File: config.mk
export PLATFORM = sky130hd
export DESIGN_NAME = align_rmw_ramwrap
export DESIGN_NICKNAME = d
export VERILOG_FILES = /design/src/rtl/align_rmw_ramwrap.sv
export SDC_FILE = /design/constraint.sdc
export NUM_CORES = 1
export LEC_CHECK = 0
export CAP_MARGIN = 20
export CORE_AREA = 2 2 154 156
export CTS_BUF_LIST = sky130_fd_sc_hd__clkbuf_16
export CTS_CLUSTER_SIZE = 24
export DETAILED_ROUTE_END_ITERATION = 10
export DIE_AREA = 0 0 156 158
export PLACE_DENSITY = 0.72
export SYNTH_ARGS = -nofsm -noshare
export SYNTH_HDL_FRONTEND = slang
export SYNTH_SLANG_ARGS = --single-unit
File: constraint.sdc
create_clock -name clk -period 1.8 [get_ports clk]
set_clock_uncertainty 0.2 [all_clocks]
set_input_delay 0.54 -clock clk [delete_from_list [all_inputs] [get_ports clk]]
set_output_delay 0.54 -clock clk [all_outputs]
set_load 0.02 [all_outputs]
File: src/rtl/align_rmw_ramwrap.sv
// Narrow logical words packed NUMWRDS per wide SRAM row. Partial-row writes run as read-modify-write.
// Optional single-entry row cache, enabled by defining ALIGN_ROWCACHE_EN.
module align_rmw_ramwrap #(
    parameter int WIDTH      = 32,
    parameter int NUMADDR    = 1024,
    parameter int BITADDR    = 10,
    parameter int NUMWRDS    = 4,
    parameter int BITWRDS    = 2,
    parameter int NUMSROW    = 256,
    parameter int BITSROW    = 8,
    parameter int SRAM_DELAY = 2,
    parameter int FLOPOUT    = 0
) (
    input  logic                       clk,
    input  logic                       rst,
    output logic                       ready,
    input  logic                       write,
    input  logic [BITADDR-1:0]         wr_adr,
    input  logic [WIDTH-1:0]           bw,
    input  logic [WIDTH-1:0]           din,
    input  logic                       read,
    input  logic [BITADDR-1:0]         rd_adr,
    output logic                       rd_vld,
    output logic [WIDTH-1:0]           rd_dout,
    output logic                       mem_write,
    output logic [BITSROW-1:0]         mem_wr_adr,
    output logic [NUMWRDS*WIDTH-1:0]   mem_din,
    output logic                       mem_read,
    output logic [BITSROW-1:0]         mem_rd_adr,
    input  logic [NUMWRDS*WIDTH-1:0]   mem_rd_dout
);
    localparam int WSW = (BITWRDS > 0) ? BITWRDS : 1;
    localparam int RW  = NUMWRDS * WIDTH;
    localparam int CW  = (SRAM_DELAY > 2) ? $clog2(SRAM_DELAY - 1) : 1;

    if (NUMSROW * NUMWRDS < NUMADDR || SRAM_DELAY < 1) begin : g_bad_cfg
        $error("align_rmw_ramwrap: invalid geometry or SRAM_DELAY");
    end

    function automatic logic [BITSROW-1:0] row_of(input logic [BITADDR-1:0] adr);
        return BITSROW'(32'(adr) / NUMWRDS);
    endfunction

    function automatic logic [WSW-1:0] word_of(input logic [BITADDR-1:0] adr);
        return WSW'(32'(adr) % NUMWRDS);
    endfunction

    function automatic logic in_range(input logic [BITADDR-1:0] adr);
        return 32'(adr) < NUMADDR;
    endfunction

    function automatic logic [RW-1:0] merge(input logic [RW-1:0] old, input logic [WSW-1:0] w,
                                            input logic [WIDTH-1:0] m, input logic [WIDTH-1:0] d);
        logic [RW-1:0] r;
        r = old;
        for (int i = 0; i < NUMWRDS; i++)
            if (32'(w) == i) r[i*WIDTH +: WIDTH] = (old[i*WIDTH +: WIDTH] & ~m) | (d & m);
        return r;
    endfunction

    logic wr_acc, rd_acc, wr_ok, rd_ok, wr_hit, wr_rmw;
    logic [RW-1:0] hit_din;

    assign wr_acc = write && ready && !rst;
    assign rd_acc = read && ready && !write && !rst;
    assign wr_ok  = wr_acc && in_range(wr_adr);
    assign rd_ok  = rd_acc && in_range(rd_adr);
    assign wr_rmw = wr_ok && !wr_hit;

`ifdef ALIGN_ROWCACHE_EN
    logic               cache_vld;
    logic [BITSROW-1:0] cache_row;
    logic [RW-1:0]      cache_data;

    assign wr_hit  = wr_ok && cache_vld && (cache_row == row_of(wr_adr));
    assign hit_din = merge(cache_data, word_of(wr_adr), bw, din);

    // Every row write leaves the cache holding exactly what the SRAM now holds.
    always_ff @(posedge clk) begin
        if (rst) begin
            cache_vld  <= 1'b0;
            cache_row  <= '0;
            cache_data <= '0;
        end else if (mem_write) begin
            cache_vld  <= 1'b1;
            cache_row  <= mem_wr_adr;
            cache_data <= mem_din;
        end
    end
`else
    assign wr_hit  = 1'b0;
    assign hit_din = '0;
`endif

    typedef enum logic [1:0] {IDLE, WAIT, WB} state_t;
    state_t             state;
    logic [BITSROW-1:0] cap_row;
    logic [WSW-1:0]     cap_word;
    logic [WIDTH-1:0]   cap_bw, cap_din;
    logic [CW-1:0]      cnt;

    always_ff @(posedge clk) begin
        if (rst) begin
            state    <= IDLE;
            ready    <= 1'b1;
            cnt      <= '0;
            cap_row  <= '0;
            cap_word <= '0;
            cap_bw   <= '0;
            cap_din  <= '0;
        end else begin
            case (state)
                IDLE: if (wr_rmw) begin
                    cap_row  <= row_of(wr_adr);
                    cap_word <= word_of(wr_adr);
                    cap_bw   <= bw;
                    cap_din  <= din;
                    cnt      <= CW'((SRAM_DELAY > 1) ? SRAM_DELAY - 2 : 0);
                    ready    <= 1'b0;
                    state    <= (SRAM_DELAY > 1) ? WAIT : WB;
                end
                WAIT: if (cnt == '0) state <= WB;
                      else cnt <= cnt - CW'(1);
                WB: begin
                    state <= IDLE;
                    ready <= 1'b1;
                end
                default: begin
                    state <= IDLE;
                    ready <= 1'b1;
                end
            endcase
        end
    end

    assign mem_read   = wr_rmw || rd_ok;
    assign mem_rd_adr = wr_rmw ? row_of(wr_adr) : (rd_ok ? row_of(rd_adr) : '0);

    always_comb begin
        mem_write  = 1'b0;
        mem_wr_adr = '0;
        mem_din    = '0;
        if (state == WB && !rst) begin
            mem_write  = 1'b1;
            mem_wr_adr = cap_row;
            mem_din    = merge(mem_rd_dout, cap_word, cap_bw, cap_din);
        end else if (wr_hit) begin
            mem_write  = 1'b1;
            mem_wr_adr = row_of(wr_adr);
            mem_din    = hit_din;
        end
    end

    // User-read pipeline; RMW reads never enter it, so they cannot raise rd_vld.
    logic [SRAM_DELAY-1:0] pv, po;
    logic [WSW-1:0]        pw [SRAM_DELAY];

    always_ff @(posedge clk) begin
        if (rst) begin
            pv <= '0;
            po <= '0;
            for (int i = 0; i < SRAM_DELAY; i++) pw[i] <= '0;
        end else begin
            pv[0] <= rd_acc;
            po[0] <= rd_acc && !in_range(rd_adr);
            pw[0] <= word_of(rd_adr);
            for (int i = 1; i < SRAM_DELAY; i++) begin
                pv[i] <= pv[i-1];
                po[i] <= po[i-1];
                pw[i] <= pw[i-1];
            end
        end
    end

    logic [WIDTH-1:0] sel, dout_now;
    logic             vld_now;

    always_comb begin
        sel = '0;
        for (int i = 0; i < NUMWRDS; i++)
            if (32'(pw[SRAM_DELAY-1]) == i) sel = mem_rd_dout[i*WIDTH +: WIDTH];
    end

    assign vld_now  = pv[SRAM_DELAY-1] && !rst;
    assign dout_now = (vld_now && !po[SRAM_DELAY-1]) ? sel : '0;

    if (FLOPOUT != 0) begin : g_flop
        always_ff @(posedge clk) begin
            if (rst) begin
                rd_vld  <= 1'b0;
                rd_dout <= '0;
            end else begin
                rd_vld  <= vld_now;
                rd_dout <= dout_now;
            end
        end
    end else begin : g_comb
        assign rd_vld  = vld_now;
        assign rd_dout = dout_now;
    end
endmodule

# After elaboration in Yosys (flattened, before gate mapping)
# Memory sizes are Yosys's and may differ from the RTL's.
# Index checks and enable logic that the tools add are counted.
# Widths: inputs -> output; s select.
dict set report totals {
  ram_bits 4
  word_cells 81
  in_bits 216
  output_inout_bits 180
  mem_count 1
  ff_bits 82
}
# name words width rd rd_clocked_by_memory_dff wr line_no
set memory_table {}
lappend memory_table {pw 2 2 2 0 2 156} ;# logic [WSW-1:0] pw [SRAM_DELAY];
dict set report classes {
  n_eq_ne 10
  mux 26
  n_reduce_logical 20
  bitwise 13
  add_sub_neg 1
}
# cell n
set op_table {}
lappend op_table {{$mux 32} 9}
lappend op_table {{$and 32x32->32} 5}
lappend op_table {{$mux 128} 1}
lappend op_table {{$or 32x32->32} 4}
lappend op_table {{$not 32->32} 1}
lappend op_table {{$mux 8} 3}
lappend op_table {{$eq 2x2->1 const B} 5}
lappend op_table {{$logic_and 1x1->1} 8}
lappend op_table {{$mux 2} 4}
lappend op_table {{$reduce_and 2->1} 4}
lappend op_table {{$eq 2x1->1 const B} 3}
lappend op_table {{$logic_not 2->1} 3}
lappend op_table {{$mux 1} 6}
lappend op_table {{$ne 2x2->1 const B} 2}
lappend op_table {{$pmux 1 s2} 2}
lappend op_table {{$pmux 2 s2} 1}
lappend op_table {{$logic_not 1->1} 3}
lappend op_table {{$or 1x1->1} 2}
lappend op_table {{$reduce_bool 2->1} 1}
lappend op_table {{$logic_or 1x1->1} 1}
lappend op_table {{$not 1->1} 1}
lappend op_table {{$sub 1x1->1 const B} 1}

# Longest topological paths before layout
# Gate-level depths: netlist of run 1.
# An unclocked memory read counts as a cell.
dict set report depth {
  word_depth 7
  depth_mapped 6
  depth_no_buf 3
}

# Worst setup path after synthesis of run 1
# No wires, ideal clock.
dict set report synth_timing {
  kind {input to output}
  from {input rst}
  to {output mem_din[10]}
  path_slack_ps -448
  path_buffers 2
  required_ps 1060
  cell_stages 5
  arrival_time_ps 1508
  cell_sequence {nor2_2 > nand2_1 > buf_2 > clkbuf_1 > a21oi_1}
}
dict set report synth_via {
  elab_chain_len 3
}
# item line_no
set synth_rtl {}
lappend synth_rtl {{from (decl)} 15} ;# input logic rst,
lappend synth_rtl {{$logic_not 1->1} 143} ;# if (state == WB && !rst) begin
lappend synth_rtl {{$logic_and 1x1->1} 143}
lappend synth_rtl {{$mux 128} 143}
lappend synth_rtl {{to (decl)} 27} ;# output logic [NUMWRDS*WIDTH-1:0] mem_din,
# No other way between the ends.

==> results of run 1 <==
-- power breakdown --
group | internal [mW] | total [mW] | switching [mW]
Clock | 0.918 | 1.71 | 0.789
Combinational | 1.45 | 2.94 | 1.50
Sequential | 1.99 | 2.19 | 0.197
-- cell families after synthesis --
kind of cell	Yosys count	share of synthesized area (%)
buffers and inverters	131	9.63
AND/OR/NAND/NOR	346	26.0
AO/OA/AOI/OAI	277	23.8
multiplexers	64	15.6
flip-flops	83	24.9
-- routing by layer --
layer  vias to the layer above  part of all wire (%)  GRT usage, %
met5                         -                 0.033             0
met4                         2                   2.5          9.79
met3                        90                   7.5          4.65
met2                       546                    51          51.2
met1                      4726                    39          35.5
li1                       4413                     -             -
-- timing repair --
item / 4_1_cts / 5_1_grt
setup endpoints to repair: 236 / 256
gates resized for setup: 735 / 371
pin swaps: 32 / 12
cloned: 2 / 3
setup buffers: 15 / 20
-- worst paths after layout --
kind / to / slack, ns / depth (start not counted)
max reg2reg: cap_bw[24] / -0.07 / 5
min: pv[1] / 0.24 / 1
min reg2reg: pv[1] / 0.24 / 1
max: rd_dout[13] / -0.78 / 5
-- registers in the layout (all words and copies together) (netlist names) --
signal    cells
cap_word      2
pw            4
cap_din      32
ready         1
cap_bw       32
cap_row       8
state         2
pv            2
-- cells in the final DEF (no fill, tap or decap), types with 4 or more instances in the layout --
cell and instances:
dfxtp_1 76, clkbuf_16 12, o31ai_1 35, clkdlybuf4s50_1 141, buf_6 85, o21ai_1 36
mux2i_1 14, o21ai_2 15, a21oi_4 92, mux2i_2 18, nand3_1 172, inv_1 34
dlymetal6s2s_1 39, buf_2 8, and3_4 36, buf_4 228, dfxtp_2 4, dlygate4sd2_1 42
a21oi_2 4, nand3_2 28, and3_1 5, a22oi_2 8, o211ai_1 39, o21ai_4 13
buf_12 35, nor2_4 43, clkbuf_2 28, nor2b_1 5, mux4_2 32, nand2_1 40
o21ai_0 32
-- final cells by class --
class / count / area [sq um] / area share [%]
Timing Repair Buffer: 618 / 6040 / 40.4
Inverter: 35 / 144 / 0.962
Clock inverter: 6 / 36.3 / 0.243
Antenna cell: 2 / 5.00 / 0.0335
Tap cell: 290 / 363 / 2.43
Multi-Input combinational cell: 687 / 6460 / 43.2
Sequential cell: 83 / 1680 / 11.2
Clock buffer: 9 / 225 / 1.51
-- Yosys cell counts --
master	n
dfxtp_1	83
nand4_1	1
nor2b_1	8
a21oi_1	99
buf_2	34
o31ai_1	35
nor2_2	1
buf_1	4
mux2i_1	32
clkbuf_1	47
inv_1	35
nand2_1	42
nor2_1	44
nor4b_4	1
nor3_1	1
o21ai_0	95
o21ai_1	1
nand3_1	201
buf_6	8
o211ai_1	39
or2_2	1
nor3_4	1
mux4_2	32
nor3b_1	1
nand2b_1	2
a22oi_1	8
buf_12	3
and3_1	41
nand3b_4	1
-- metrics by stage --
step                total power [mW]  cells  hold WS (ns)  setup WS, ns  setup TNS, ns
global placement                4.78   1674         0.223         -1.21        -199.46
CTS                             6.63   1706         0.242        -0.796        -128.73
detailed placement              4.82   1674         0.228         -1.21        -203.14
global route                    7.09   1729         0.258        -0.818        -125.06
finish                          6.84   1730         0.239        -0.777        -110.78
floorplan                       3.39    901         0.214        -0.267         -32.30
==> impl_metrics.ini, run 1 <==
[cells_and_area]
num-fill-cells = 1884
drive_gt1_share_pct = 50.1
final_nets = 1650
fin_area_sq_mm = 0.0150
fin_util_pct = 64.9
syn2layout_area_growth_pct = 124

[grt]
grt_max_degree = 40
first_global_vias = 9535
overflow = 0
grtUsageTotal_pct = 28.8
grt_pass1_wl_um = 54700
grt_antenna_before_repair = 2

[yosys]
syn_inst = 901
syn_avg_cell_area_sq_um = 7.41
synth.distinct_cells = 29
yosysSeqAreaShare_pct = 24.9
yosys_warnings = 0
yosys-top-cells-area = dfxtp_1 (25%), nand3_1 (15%), mux4_2 (11%)
netlist_area_sq_mm = 0.00668
yosysTopAreaCell = dfxtp_1
ys_ff_latch = 83
synth_top_cell_area_share_pct = 24.9
syn-num-nets = 1117

[worst_setup_path]
crit_family = multiplexers
end_kind = output pin
path_max_fanout = 8
cp_num_buf_inv = 3
crit_path_frequent_cell = buf_12
critPathKind = flop to output pin
arrival_ns = 1.84
slowest_delay_ns = 0.49
path_cells = buf_12 > buf_12 > mux4_2 > and3_4 > buf_6
cp_slowest_cell = mux4_2
crit_required_ns = 1.06
startpoint = pw[0][2]
reg2reg_from = state[1]
cp-start-kind = flop

[clock_tree]
numClockSinks = 83
postCtsHoldBufs = 0
clk_latency_ns = 0.34
ctsRootBufferMaster = clkbuf_16
htree_levels = 3
clockBufferDepth = 2
cts_buffers = 9
clk_pin_slew_ns = 0.07
cts_tree = built

[place]
placedInstanceArea_sq_mm = 0.0139
hpwl_um = 27500
gp_congestion = 0.900
io_buffers = 395

[route]
routed_via_density = 5.65
via_count = 9777
drtIter0Drc = 787
drc = 0
finalWirelength_um = 39200
wl_per_cell_um = 22.6
ant_nets = 0
firstDrtPassIters = 5

[floorplanning]
dieArea_sq_mm = 0.0246
io_pins = 396
num_rows = 56
coreArea_sq_mm = 0.0231
die_y_um = 158
initial_core_util_pct = 29.0
die-width_um = 156

[hold_path]
hold_path.class = flop to flop
hp-start = pv[0]

[timing]
period_share_pct = 143
setup_viol = 236
setup_slack_ns = -0.777
max_freq_ghz = 0.388
period_needed_ns = 2.58
hold_violations = 0
worst_pin_slew_ns = 0.481
timing.slew.headroom_pct = 67.9
final_max_slew_viol_count = 0
rsz0062_at_grt = yes

[pwr]
p_leak_nw = 6.00
irDropWorstVdd_uv = 405
power-per-cell-area_mw_per_mm2 = 457

[flow_run]
cap_violations = 0

[outcome]
outcome = finished with violations
violations = setup timing
Power figures use the tool's default switching activity.
==> run 2, diff against run 1 <==
RECOVER_POWER = 50   (was default)
==> run 2 against run 1 <==
Net effect: the run still ends with setup timing left; highest routed layer unchanged; critical path depth is the same; non-clock buffer count is the same; largest power group unchanged; critical endpoint unchanged; via count shrank 0.14%; hold slack is essentially flat; wire length shrank 0.15%; first-iteration DRC count grew 0.25%; core utilization is essentially flat; maximum frequency is essentially flat; global-route usage is the same.
==> impl_metrics.ini, run 2 (same netlist as run 1, synthesis figures left out) <==
[outcome]
outcome = finished with violations
violations = setup timing

[timing]
setup_tns_ns = -120.15
period_share_pct = 143
worst_pin_slew_ns = 0.755
setup_viol = 255
final_max_slew_viol_count = 0
hold_violations = 0
max_freq_ghz = 0.388
rsz0062_at_grt = yes
setup_slack_ns = -0.777
timing.slew.headroom_pct = 49.7
period_needed_ns = 2.58

[worst_setup_path]
rrSetupSlack_ns = -0.10
critPathKind = flop to output pin
crit_required_ns = 1.06
cp-start-kind = flop
path_max_fanout = 8
arrival_ns = 1.84
end_kind = output pin

[route]
firstDrtPassIters = 6
via_count = 9763
drc = 0
drtIter0Drc = 789
routed_via_density = 5.64
wl_per_cell_um = 22.6
finalWirelength_um = 39100
ant_nets = 0

[pwr]
irDropWorstVdd_uv = 405
p_leak_nw = 6.00
power-per-cell-area_mw_per_mm2 = 457

[clock_tree]
numClockSinks = 83
htree_levels = 3
clk_pin_slew_ns = 0.07
cts_tree = built
ctsRootBufferMaster = clkbuf_16
clockBufferDepth = 2
clk_latency_ns = 0.34
cts_buffers = 9

[cells_and_area]
mostFrequentLayoutCells = buf_4 (226), nand3_1 (172), clkdlybuf4s50_1 (141)
multi_input_area_sq_mm = 0.00646
final_common_cell = buf_4
fin_util_pct = 64.8
num-fill-cells = 1884
fin_cells = 1730
final_nets = 1650
syn2layout_area_growth_pct = 124
largestRegisters = cap_bw x32, cap_din x32, cap_row x8
regArea_sq_mm = 0.00168
drive_gt1_share_pct = 50.1

[place]
dp_cells = 1674
gp_congestion = 0.900
preCtsSetupSlack_ns = -1.21
hpwl_um = 27500
io_buffers = 395

[floorplanning]
die_y_um = 158
dieArea_sq_mm = 0.0246
die-width_um = 156
num_rows = 56
coreArea_sq_mm = 0.0231
initial_core_util_pct = 29.0
io_pins = 396

[grt]
grt_antenna_before_repair = 2
grt_max_degree = 40
overflow = 0
grtUsageTotal_pct = 28.8
first_global_vias = 9535
grt_pass1_wl_um = 54700

[hold_path]
hold_path.class = flop to flop

[flow_run]
cap_violations = 0
-- run 2: cell count changes in the layout (fill, tap and decap cells not counted), sizes merged --
cell	before	now
clkbuf	41	43
buf	360	358
-- run 2: power breakdown --
part | leakage, nW | total, mW | switching (mW) | internal [mW]
sequential | 0.685 | 2.19 | 0.197 | 1.99
clock | 0.130 | 1.71 | 0.791 | 0.918
combinational | 5.18 | 2.94 | 1.49 | 1.44
total | 6.00 | 6.84 | 2.48 | 4.36
-- run 2: timing repair --
| action | 4_1_cts | 5_1_grt |
|---|---|---|
| hold buffers | 0 | 0 |
| buffers inserted | 15 | 20 |
| setup endpoints to repair | 236 | 256 |
| pin swaps | 32 | 12 |
| endpoints found under the hold margin | 0 | 0 |
| cloned | 2 | 3 |
| resized for setup | 735 | 371 |
-- run 2: metrics by stage --
step / area, sq um / hold slack, ns / power (mW)
global route: 14900 / 0.258 / 7.08
CTS: 14400 / 0.242 / 6.63
global placement: 13900 / 0.223 / 4.78
floorplan: 8580 / 0.214 / 3.39
detailed placement: 13900 / 0.228 / 4.82
finish: 14900 / 0.239 / 6.84
-- run 2: final timing paths --
check / startpoint / cells after the start / to
max: pw[0][2] / 5 / rd_dout[13]
min: pv[0] / 1 / pv[1]
max reg2reg: state[1] / 5 / cap_bw[24]
min reg2reg: pv[0] / 1 / pv[1]
-- run 2: cell type report --
cell class,instances,share of cell area (%)
diodes,2,0.0335
inverters,35,0.963
repair buffers,618,40.4
multi-input cells,687,43.2
clock inverters,6,0.243
flip-flops and latches,83,11.2
well taps,290,2.43
clock buffers,9,1.51
-- run 2: per-layer routing --
metal | share of wire [%] | track usage [%] | wire length [um] | vias up
li1 | - | - | - | 4415
met4 | 2.5 | 9.79 | 979 | 2
met1 | 39 | 35.5 | 15400 | 4722
met5 | 0.033 | 0 | 13 | -
met2 | 51 | 51.2 | 19800 | 533
met3 | 7.5 | 4.65 | 2940 | 91
-- run 2: worst max-delay path, cell delays in order, from the launching register on --
cell,delay (ns)
dfxtp_4,0.41
buf_12,0.16
buf_12,0.13
mux4_2,0.49
and3_4,0.17
buf_6,0.12
==> run 3, diff against run 2 <==
MAX_ROUTING_LAYER = met4   (was default)
==> run 3 against run 2 <==
Net effect: the run still ends with setup timing left; wire length fell by 1.3%; worst setup slack better by 0.0035 ns; core utilization shrank 0.37 points; largest power group unchanged; highest routed layer is now met4.
==> impl_metrics.ini, run 3 (same netlist as run 1, synthesis figures left out) <==
[worst_setup_path]
end_kind = output pin
arrival_ns = 1.83
path_max_fanout = 8
cp-start-kind = flop
crit_required_ns = 1.06
critPathKind = flop to output pin

[cells_and_area]
num-fill-cells = 1889
syn2layout_area_growth_pct = 123
drive_gt1_share_pct = 48.7
largestRegisters = cap_bw x32, cap_din x32, cap_row x8
fin_cells = 1727
final_common_cell = buf_4
final_nets = 1647
mostFrequentLayoutCells = buf_4 (219), nand3_1 (177), clkdlybuf4s50_1 (147)

[route]
wl_per_cell_um = 22.4
drtIter0Drc = 761
firstDrtPassIters = 6
finalWirelength_um = 38600
drc = 0
via_count = 9750
ant_nets = 0
routed_via_density = 5.65

[grt]
first_global_vias = 9566
grt_max_degree = 40
grt_antenna_before_repair = 2
grtUsageTotal_pct = 29.7
overflow = 0
grt_pass1_wl_um = 54700

[timing]
worst_pin_slew_ns = 0.741
timing.slew.headroom_pct = 50.6
final_max_slew_viol_count = 0
max_freq_ghz = 0.389
period_needed_ns = 2.57
hold_violations = 0
setup_slack_ns = -0.773
hold_ws_ns = 0.238
rsz0062_at_grt = yes
setup_viol = 255
period_share_pct = 143

[clock_tree]
clockBufferDepth = 2
cts_tree = built
clk_latency_ns = 0.34
numClockSinks = 83
cts_buffers = 9
ctsRootBufferMaster = clkbuf_16
clk_pin_slew_ns = 0.06
htree_levels = 3
postCtsHoldBufs = 0

[place]
gp_congestion = 0.915
io_buffers = 395
dp_cells = 1674
hpwl_um = 27500

[floorplanning]
dieArea_sq_mm = 0.0246
die-width_um = 156
die_y_um = 158
coreArea_sq_mm = 0.0231
initial_core_util_pct = 29.0
io_pins = 396
num_rows = 56

[pwr]
irDropWorstVdd_uv = 406
p_leak_nw = 5.95
power-per-cell-area_mw_per_mm2 = 458

[outcome]
violations = setup timing
outcome = finished with violations

[hold_path]
hold_path.class = flop to flop

[flow_run]
cap_violations = 0
## run 3: per-layer routing
metal,track usage (%),routed length (um),vias up
li1,-,-,4402
met1,35.7,15200,4739
met2,51.2,19500,520
met3,4.16,2850,89
met4,10.0,1030,0
met5,-,0,-
## run 3: power breakdown
group          switching, mW  leakage [nW]  internal [mW]
registers              0.194         0.685           1.99
logic                   1.48          5.14           1.43
clock network          0.786         0.130          0.918
## run 3: final cells by class
cell class,instances,area [sq um],share of cell area (%)
multi-input combinational,687,6420,43.2
antenna,2,5.00,0.0337
tap,290,363,2.44
inverter,35,144,0.968
sequential,83,1680,11.3
clock inverter,6,36.3,0.244
timing repair buffer,615,5990,40.3
clock buffer,9,225,1.52
## run 3: stage by stage
stage	TNS (ns)	cell area (sq um)	power, mW	utilization [%]	setup WS (ns)
6_report	-120.61	14900	6.80	64.5	-0.773
2_1_floorplan	-32.30	8580	3.39	-	-0.267
4_1_cts	-128.73	14400	6.63	62.5	-0.796
3_5_place_dp	-203.14	13900	4.82	60.2	-1.21
5_1_grt	-135.07	14900	7.05	64.5	-0.818
3_3_place_gp	-199.46	13900	4.78	60.2	-1.21
## run 3: worst max-delay path: stages (launching register included)
cell and delay, ns:
dfxtp_4 0.41, buf_12 0.16, buf_12 0.13, mux4_2 0.49, and3_4 0.17, buf_6 0.12
## run 3: what timing repair did
action | CTS | global route
gates resized for setup | 735 | 333
cloned | 2 | 2
pin swaps | 32 | 10
setup endpoints to repair | 236 | 256
buffers inserted | 15 | 18
## run 3: final timing paths
check                               from     endpoint  slack [ns]  cells past startpoint
worst max-delay path            pw[0][2]  rd_dout[13]       -0.77                      5
worst min-delay path               pv[0]        pv[1]        0.24                      1
worst max register to register  state[1]   cap_bw[28]       -0.08                      5
worst min register to register     pv[0]        pv[1]        0.24                      1
